[src/rtl/missile_pkg.sv]
// Shared types and playfield limits for the missile datapath
// (missile_move and missile_hit_ctrl).
package missile_pkg;

  localparam int unsigned X_MAX       = 639;
  localparam int unsigned Y_MAX       = 479;
  localparam int unsigned POS_W       = 11;
  localparam int unsigned FRAME_CNT_W = 8;

  typedef enum logic [2:0] {
    ST_IDLE     = 3'd0,
    ST_LAUNCH   = 3'd1,
    ST_FLIGHT   = 3'd2,
    ST_HIT      = 3'd3,
    ST_COOLDOWN = 3'd4
  } state_t;

  typedef enum logic [1:0] {
    CAUSE_NONE   = 2'd0,
    CAUSE_ENEMY  = 2'd1,
    CAUSE_WALL   = 2'd2,
    CAUSE_BOUNDS = 2'd3
  } hit_cause_t;

endpackage

[src/rtl/rise_edge_det.sv]
// Rising-edge detector for a synchronous level.
// The pulse is combinational, so it lands in the same cycle as the rising edge.
module rise_edge_det (
  input  logic clk,
  input  logic reset,
  input  logic level,
  output logic pulse
);

  logic level_q;

  // NOTE: history resets high so a level already asserted at reset release
  // is treated as old, not as a fresh edge.
  always_ff @(posedge clk or posedge reset) begin
    if (reset) level_q <= 1'b1;
    else       level_q <= level;
  end

  assign pulse = level & ~level_q;

endmodule

[src/rtl/missile_hit_ctrl.sv]
// Fire/collision controller paired with missile_move: one missile in flight,
// frame-based launch timeout and reload cooldown, and hit-cause reporting.
module missile_hit_ctrl
  import missile_pkg::*;
#(
  parameter int unsigned COOLDOWN_FRAMES       = 8,
  parameter int unsigned LAUNCH_TIMEOUT_FRAMES = 2,
  parameter int unsigned X_MAX                 = missile_pkg::X_MAX,
  parameter int unsigned Y_MAX                 = missile_pkg::Y_MAX,
  parameter int unsigned MISSILE_SIZE          = 8,
  parameter int unsigned HIT_COUNT_WIDTH       = 8
) (
  input  logic                       clk,
  input  logic                       reset,
  input  logic                       startOfFrame,
  input  logic                       fireKey,
  input  logic                       missileDrawEn,
  input  logic [POS_W-1:0]           missileTopLeftX,
  input  logic [POS_W-1:0]           missileTopLeftY,
  input  logic                       missileDrawingRequest,
  input  logic                       wallDrawingRequest,
  input  logic                       enemyDrawingRequest,
  output logic                       fireReq,
  output logic                       collision,
  output logic [1:0]                 hitCause,
  output logic                       enemyHit,
  output logic [HIT_COUNT_WIDTH-1:0] hitCount,
  output logic                       busy
);

  localparam logic [POS_W-1:0]       X_LIMIT       = POS_W'(X_MAX - MISSILE_SIZE);
  localparam logic [POS_W-1:0]       Y_LIMIT       = POS_W'(Y_MAX - MISSILE_SIZE);
  localparam logic [FRAME_CNT_W-1:0] LAUNCH_LOAD   = FRAME_CNT_W'(LAUNCH_TIMEOUT_FRAMES);
  localparam logic [FRAME_CNT_W-1:0] COOLDOWN_LOAD = FRAME_CNT_W'(COOLDOWN_FRAMES);

  state_t                     state, state_next;
  logic [FRAME_CNT_W-1:0]     cnt, cnt_next;
  logic                       wall_flag, wall_next, enemy_flag, enemy_next;
  logic                       fire_next, coll_next, enemy_hit_next, busy_next;
  hit_cause_t                 cause_q, cause_next;
  logic [HIT_COUNT_WIDTH-1:0] count_next;
  logic                       rise, wall_any, enemy_any, out_of_bounds;

  rise_edge_det u_fire_edge (
    .clk   (clk),
    .reset (reset),
    .level (fireKey),
    .pulse (rise)
  );

  // Overlaps seen in the evaluation cycle itself still count for that frame.
  assign wall_any      = wall_flag  | (missileDrawingRequest & wallDrawingRequest);
  assign enemy_any     = enemy_flag | (missileDrawingRequest & enemyDrawingRequest);
  assign out_of_bounds = (missileTopLeftX > X_LIMIT) | (missileTopLeftY > Y_LIMIT);

  // NOTE: every always_comb output gets a default first, so no path can
  // leave a signal unassigned and infer a latch.
  always_comb begin
    state_next     = state;
    cnt_next       = cnt;
    wall_next      = 1'b0;
    enemy_next     = 1'b0;
    fire_next      = 1'b0;
    coll_next      = 1'b0;
    enemy_hit_next = 1'b0;
    cause_next     = cause_q;
    count_next     = hitCount;

    case (state)
      ST_IDLE: begin
        if (rise) begin
          fire_next  = 1'b1;
          cnt_next   = LAUNCH_LOAD;
          state_next = ST_LAUNCH;
        end
      end
      ST_LAUNCH: begin
        if (missileDrawEn) begin
          state_next = ST_FLIGHT;
        end else if (startOfFrame) begin
          if (cnt <= FRAME_CNT_W'(1)) state_next = ST_IDLE;
          else                        cnt_next   = cnt - FRAME_CNT_W'(1);
        end
      end
      ST_FLIGHT: begin
        if (!startOfFrame) begin
          wall_next  = wall_any;
          enemy_next = enemy_any;
        end
        if (startOfFrame && (enemy_any || wall_any || out_of_bounds)) begin
          coll_next  = 1'b1;
          state_next = ST_HIT;
          if (enemy_any) begin
            cause_next     = CAUSE_ENEMY;
            enemy_hit_next = 1'b1;
            if (~&hitCount) count_next = hitCount + HIT_COUNT_WIDTH'(1);
          end else if (wall_any) begin
            cause_next = CAUSE_WALL;
          end else begin
            cause_next = CAUSE_BOUNDS;
          end
        end else if (!missileDrawEn) begin
          state_next = ST_IDLE;
        end
      end
      ST_HIT: begin
        if (COOLDOWN_FRAMES == 0) begin
          state_next = ST_IDLE;
        end else begin
          cnt_next   = COOLDOWN_LOAD;
          state_next = ST_COOLDOWN;
        end
      end
      ST_COOLDOWN: begin
        if (startOfFrame) begin
          if (cnt <= FRAME_CNT_W'(1)) state_next = ST_IDLE;
          else                        cnt_next   = cnt - FRAME_CNT_W'(1);
        end
      end
      default: state_next = ST_IDLE;
    endcase

    busy_next = (state_next != ST_IDLE);
  end

  // NOTE: sequential state uses non-blocking assignments so every flop
  // samples pre-edge values regardless of statement order.
  always_ff @(posedge clk or posedge reset) begin
    if (reset) begin
      state      <= ST_IDLE;
      cnt        <= '0;
      wall_flag  <= 1'b0;
      enemy_flag <= 1'b0;
      fireReq    <= 1'b0;
      collision  <= 1'b0;
      enemyHit   <= 1'b0;
      busy       <= 1'b0;
      cause_q    <= CAUSE_NONE;
      hitCount   <= '0;
    end else begin
      state      <= state_next;
      cnt        <= cnt_next;
      wall_flag  <= wall_next;
      enemy_flag <= enemy_next;
      fireReq    <= fire_next;
      collision  <= coll_next;
      enemyHit   <= enemy_hit_next;
      busy       <= busy_next;
      cause_q    <= cause_next;
      hitCount   <= count_next;
    end
  end

  assign hitCause = cause_q;

endmodule

[config.mk]
export PLATFORM = sky130hd
export DESIGN_NAME = missile_hit_ctrl
export DESIGN_NICKNAME = d
export VERILOG_FILES = /design/src/rtl/missile_pkg.sv /design/src/rtl/rise_edge_det.sv /design/src/rtl/missile_hit_ctrl.sv
export SDC_FILE = /design/constraint.sdc
export NUM_CORES = 1
export LEC_CHECK = 0
export ABC_AREA = 1
export CAP_MARGIN = 20
export CORE_ASPECT_RATIO = 0.75
export CORE_MARGIN = 5
export CORE_UTILIZATION = 49
export CTS_BUF_LIST = sky130_fd_sc_hd__clkbuf_4
export DETAILED_ROUTE_END_ITERATION = 10
export GPL_TIMING_DRIVEN = 0
export MAX_ROUTING_LAYER = met4
export PLACE_DENSITY_LB_ADDON = 0.15
export SETUP_SLACK_MARGIN = 0.02
export SYNTH_ARGS = -nofsm -noshare
export SYNTH_HDL_FRONTEND = slang
export SYNTH_HIERARCHICAL = 1
export SYNTH_SLANG_ARGS = --single-unit
[constraint.sdc]
create_clock -name clk -period 2 [get_ports clk]
set_input_delay 0.3 -clock clk [delete_from_list [all_inputs] [get_ports clk]]
set_output_delay 0.3 -clock clk [all_outputs]
set_load 0.02 [all_outputs]
==> flow_summary.json <==
{
  "outcome": "completed",
  "cp-end-kind": "output pin",
  "start_kind": "register",
  "busiest_layer": "met2",
  "required_ns": 1.70,
  "grt_pass1_vias": 1297,
  "drt_iter0_drc": 73,
  "synth.net_count": 232,
  "place.port_buffers": 37,
  "report.final.slew_viol_count": 0,
  "peakVddDrop_mv": 0.8449,
  "tightest_slew_ns": 0.5101,
  "ys_seq_area_frac": 0.4554,
  "diodes": 0,
  "skew_ns": 0.01480,
  "path_cells": "clkdlybuf4s50_1",
  "cts_resized": 0,
  "ys_ff_latch": 28,
  "cp_top_family": "buffers and inverters",
  "detail_route.wirelength_um": 3361,
  "max_freq_mhz": 553.6,
  "r2r_setup_slack_ns": 0.29,
  "antenna_found_initial": 0,
  "cp-endpoint": "hitCount[2]",
  "max_cap_violations": 0,
  "hold_buffers": 0,
  "ys_warn_count": 6,
  "startpoint": "hitCount[2]$_DFFE_PP0P_",
  "wl_per_cell_um": 12.05,
  "dr.pass1.iters": 4,
  "insertion_delay_ns": 0.34,
  "cts_tree": "done",
  "grt_overflow": 0,
  "worst_hold_path_type": "in2async",
  "hold_viol": 0,
  "core_area_um2": 2978,
  "dp.final_hpwl_um": 2561,
  "nets": 275,
  "post_cts_buffers": 0,
  "initial_utilization": 0.5176,
  "r2r_cells": 7,
  "num_rows": 17,
  "gp_congestion": 0.8792,
  "groute.usage.overall": 0.1756,
  "multiInputGateArea_um2": 742.0,
  "met3_usage": 0.03584,
  "fill_cells": 243,
  "period_share": 0.9031,
  "rsz0062_at_grt": "false",
  "cpPeakStageDelay_ns": 0.66,
  "clk_pin_slew_ns": 0.15,
  "hold_ws_ns": 0.2242,
  "dieArea_um2": 4379,
  "worstReg2RegEnd": "busy$_DFF_PP0_",
  "critPathMaxFanout": 6,
  "arrival_ns": 1.51,
  "slew_headroom": 0.6599,
  "ios": 44,
  "grt_pass1_wl_um": 5754,
  "yosysUniqueCellTypes": 21,
  "via_count": 1352,
  "drc_errors": 0,
  "drive_gt1_frac": 0.07054,
  "die_height_um": 58.58,
  "die_width_um": 74.77,
  "cts-htree-levels": 1,
  "drtAntennaViolNets": 0,
  "finalSetupTns_ns": 0,
  "synth.avg_cell_area_um2": 7.746,
  "grt_max_degree": 28,
  "setup_violations": 0,
  "clock-sinks": 28,
  "area_growth_pct": 30.84,
  "syn_inst": 199,
  "final_util": 0.6773,
  "use_met1": 0.2263,
  "period_needed_ns": 1.806,
  "synth.cell_area_um2": 1541,
  "clockBufferDepth": 2,
  "crit_cells": 1,
  "cts_root_buffer": "clkbuf_4",
  "cts_buffers": 3,
  "ff_latch_area_um2": 701.9,
  "p_per_area_nw_per_um2": 1133,
  "vias_per_cell": 4.846,
  "cp_num_buf_inv": 1,
  "timing_worst_setup_path_type": "reg2out",
  "r2r-start": "cnt[0]$_DFFE_PP0P_",
  "power_leakage_nw": 1.012,
  "grt_util_met2": 0.2829,
  "cp_slowest_cell": "clkdlybuf4s50_1"
}
## layout by cell type, fill, tap and decap left out, drive strengths merged
cell            n
nand2          66
clkdlybuf4s50  37
dfrtp          27
inv            26
nor2           25
nand3          14
o21ai          11
nand4           6
a21oi           5
xor2            5
xnor2           5
nor3            5
clkbuf          4
ha              3
buf             1
dfstp           1
## final cells by class
type,count,share of cell area
Timing Repair Buffer,38,0.1973
Sequential cell,28,0.3480
Tap cell,38,0.02357
Clock buffer,4,0.01489
Inverter,26,0.04839
Multi-Input combinational cell,145,0.3679
## registers in the layout, summed over array words and instances, names as in the netlist
signal               cells
hitCount                 8
busy                     1
cnt                      8
state                    3
wall_flag                1
collision                1
enemyHit                 1
fireReq                  1
enemy_flag               1
u_fire_edge/level_q      1
hitCause                 2
## synth_stat cells
cell      n  area (um^2)
nor2_2    1        6.260
xnor2_1   5        43.79
dfstp_2   1        26.28
xor2_1    5        43.79
nand3_1  13        65.06
nor3_1    3        15.01
dfrtp_1  27        675.7
a21oi_1   5        25.02
nand2_2   4        25.02
o21ai_0   8        40.04
nor2_4    1        11.26
nor3_4    2        32.53
ha_1      3        37.54
inv_2     1        3.750
nand4_1   5        31.28
inv_1    25        93.84
o21ai_1   3        15.01
nand3_2   1        10.01
nand2_1  62        232.7
nor2_1   23        86.33
nand4_4   1        21.27
## layer usage
| layer | vias up | wire length, um |
|---|---|---|
| met5 | - | 0 |
| met3 | 5 | 127 |
| met4 | 0 | 45 |
| met1 | 609 | 1581 |
| met2 | 29 | 1606 |
| li1 | 709 | - |
## how the worst min path moves through the flow
stage                                    endpoint                     from  slack (ns)  depth (start not counted)
finish                         state[2]$_DFF_PP0_                    reset        0.22                          2
floorplan           u_fire_edge/level_q$_DFF_PP1_                    reset        0.19                          1
global route                   state[2]$_DFF_PP0_                    reset        0.22                          2
detailed placement        hitCause[0]$_DFFE_PP0P_  hitCause[0]$_DFFE_PP0P_        0.48                          2
CTS                 u_fire_edge/level_q$_DFF_PP1_                    reset        0.25                          2
global placement          hitCause[0]$_DFFE_PP0P_  hitCause[0]$_DFFE_PP0P_        0.49                          2
## report_power, final
part	switching [mW]	internal, mW
Sequential	0.133	0.713
Combinational	0.718	0.463
Clock	0.165	0.0921
## cell families (layout without fill, tap and decap cells)
group / count (synthesis) / in the layout / share of synthesized area
adders and majority gates: 3 / 3 / 0.02435
DFF: 28 / 28 / 0.4554
buffers and inverters: 26 / 68 / 0.06331
AOI/OAI and AO/OA: 16 / 16 / 0.05194
and+or+nand+nor: 116 / 116 / 0.3482
xor gates and xnor gates: 10 / 10 / 0.05682
## metrics by stage
step                      area [um^2]  power [mW]  setup slack, ns  instances
after floorplan                  1541       1.675           0.5289        199
after global placement           1959       2.002           0.1211        274
after detailed placement         1959       2.028          0.08906        274
after CTS                        1989       2.299           0.1813        278
after global routing             2017       2.498           0.1328        279
final                            2017       2.284           0.1938        279
Note: power is estimated with default switching activity, not from simulation.
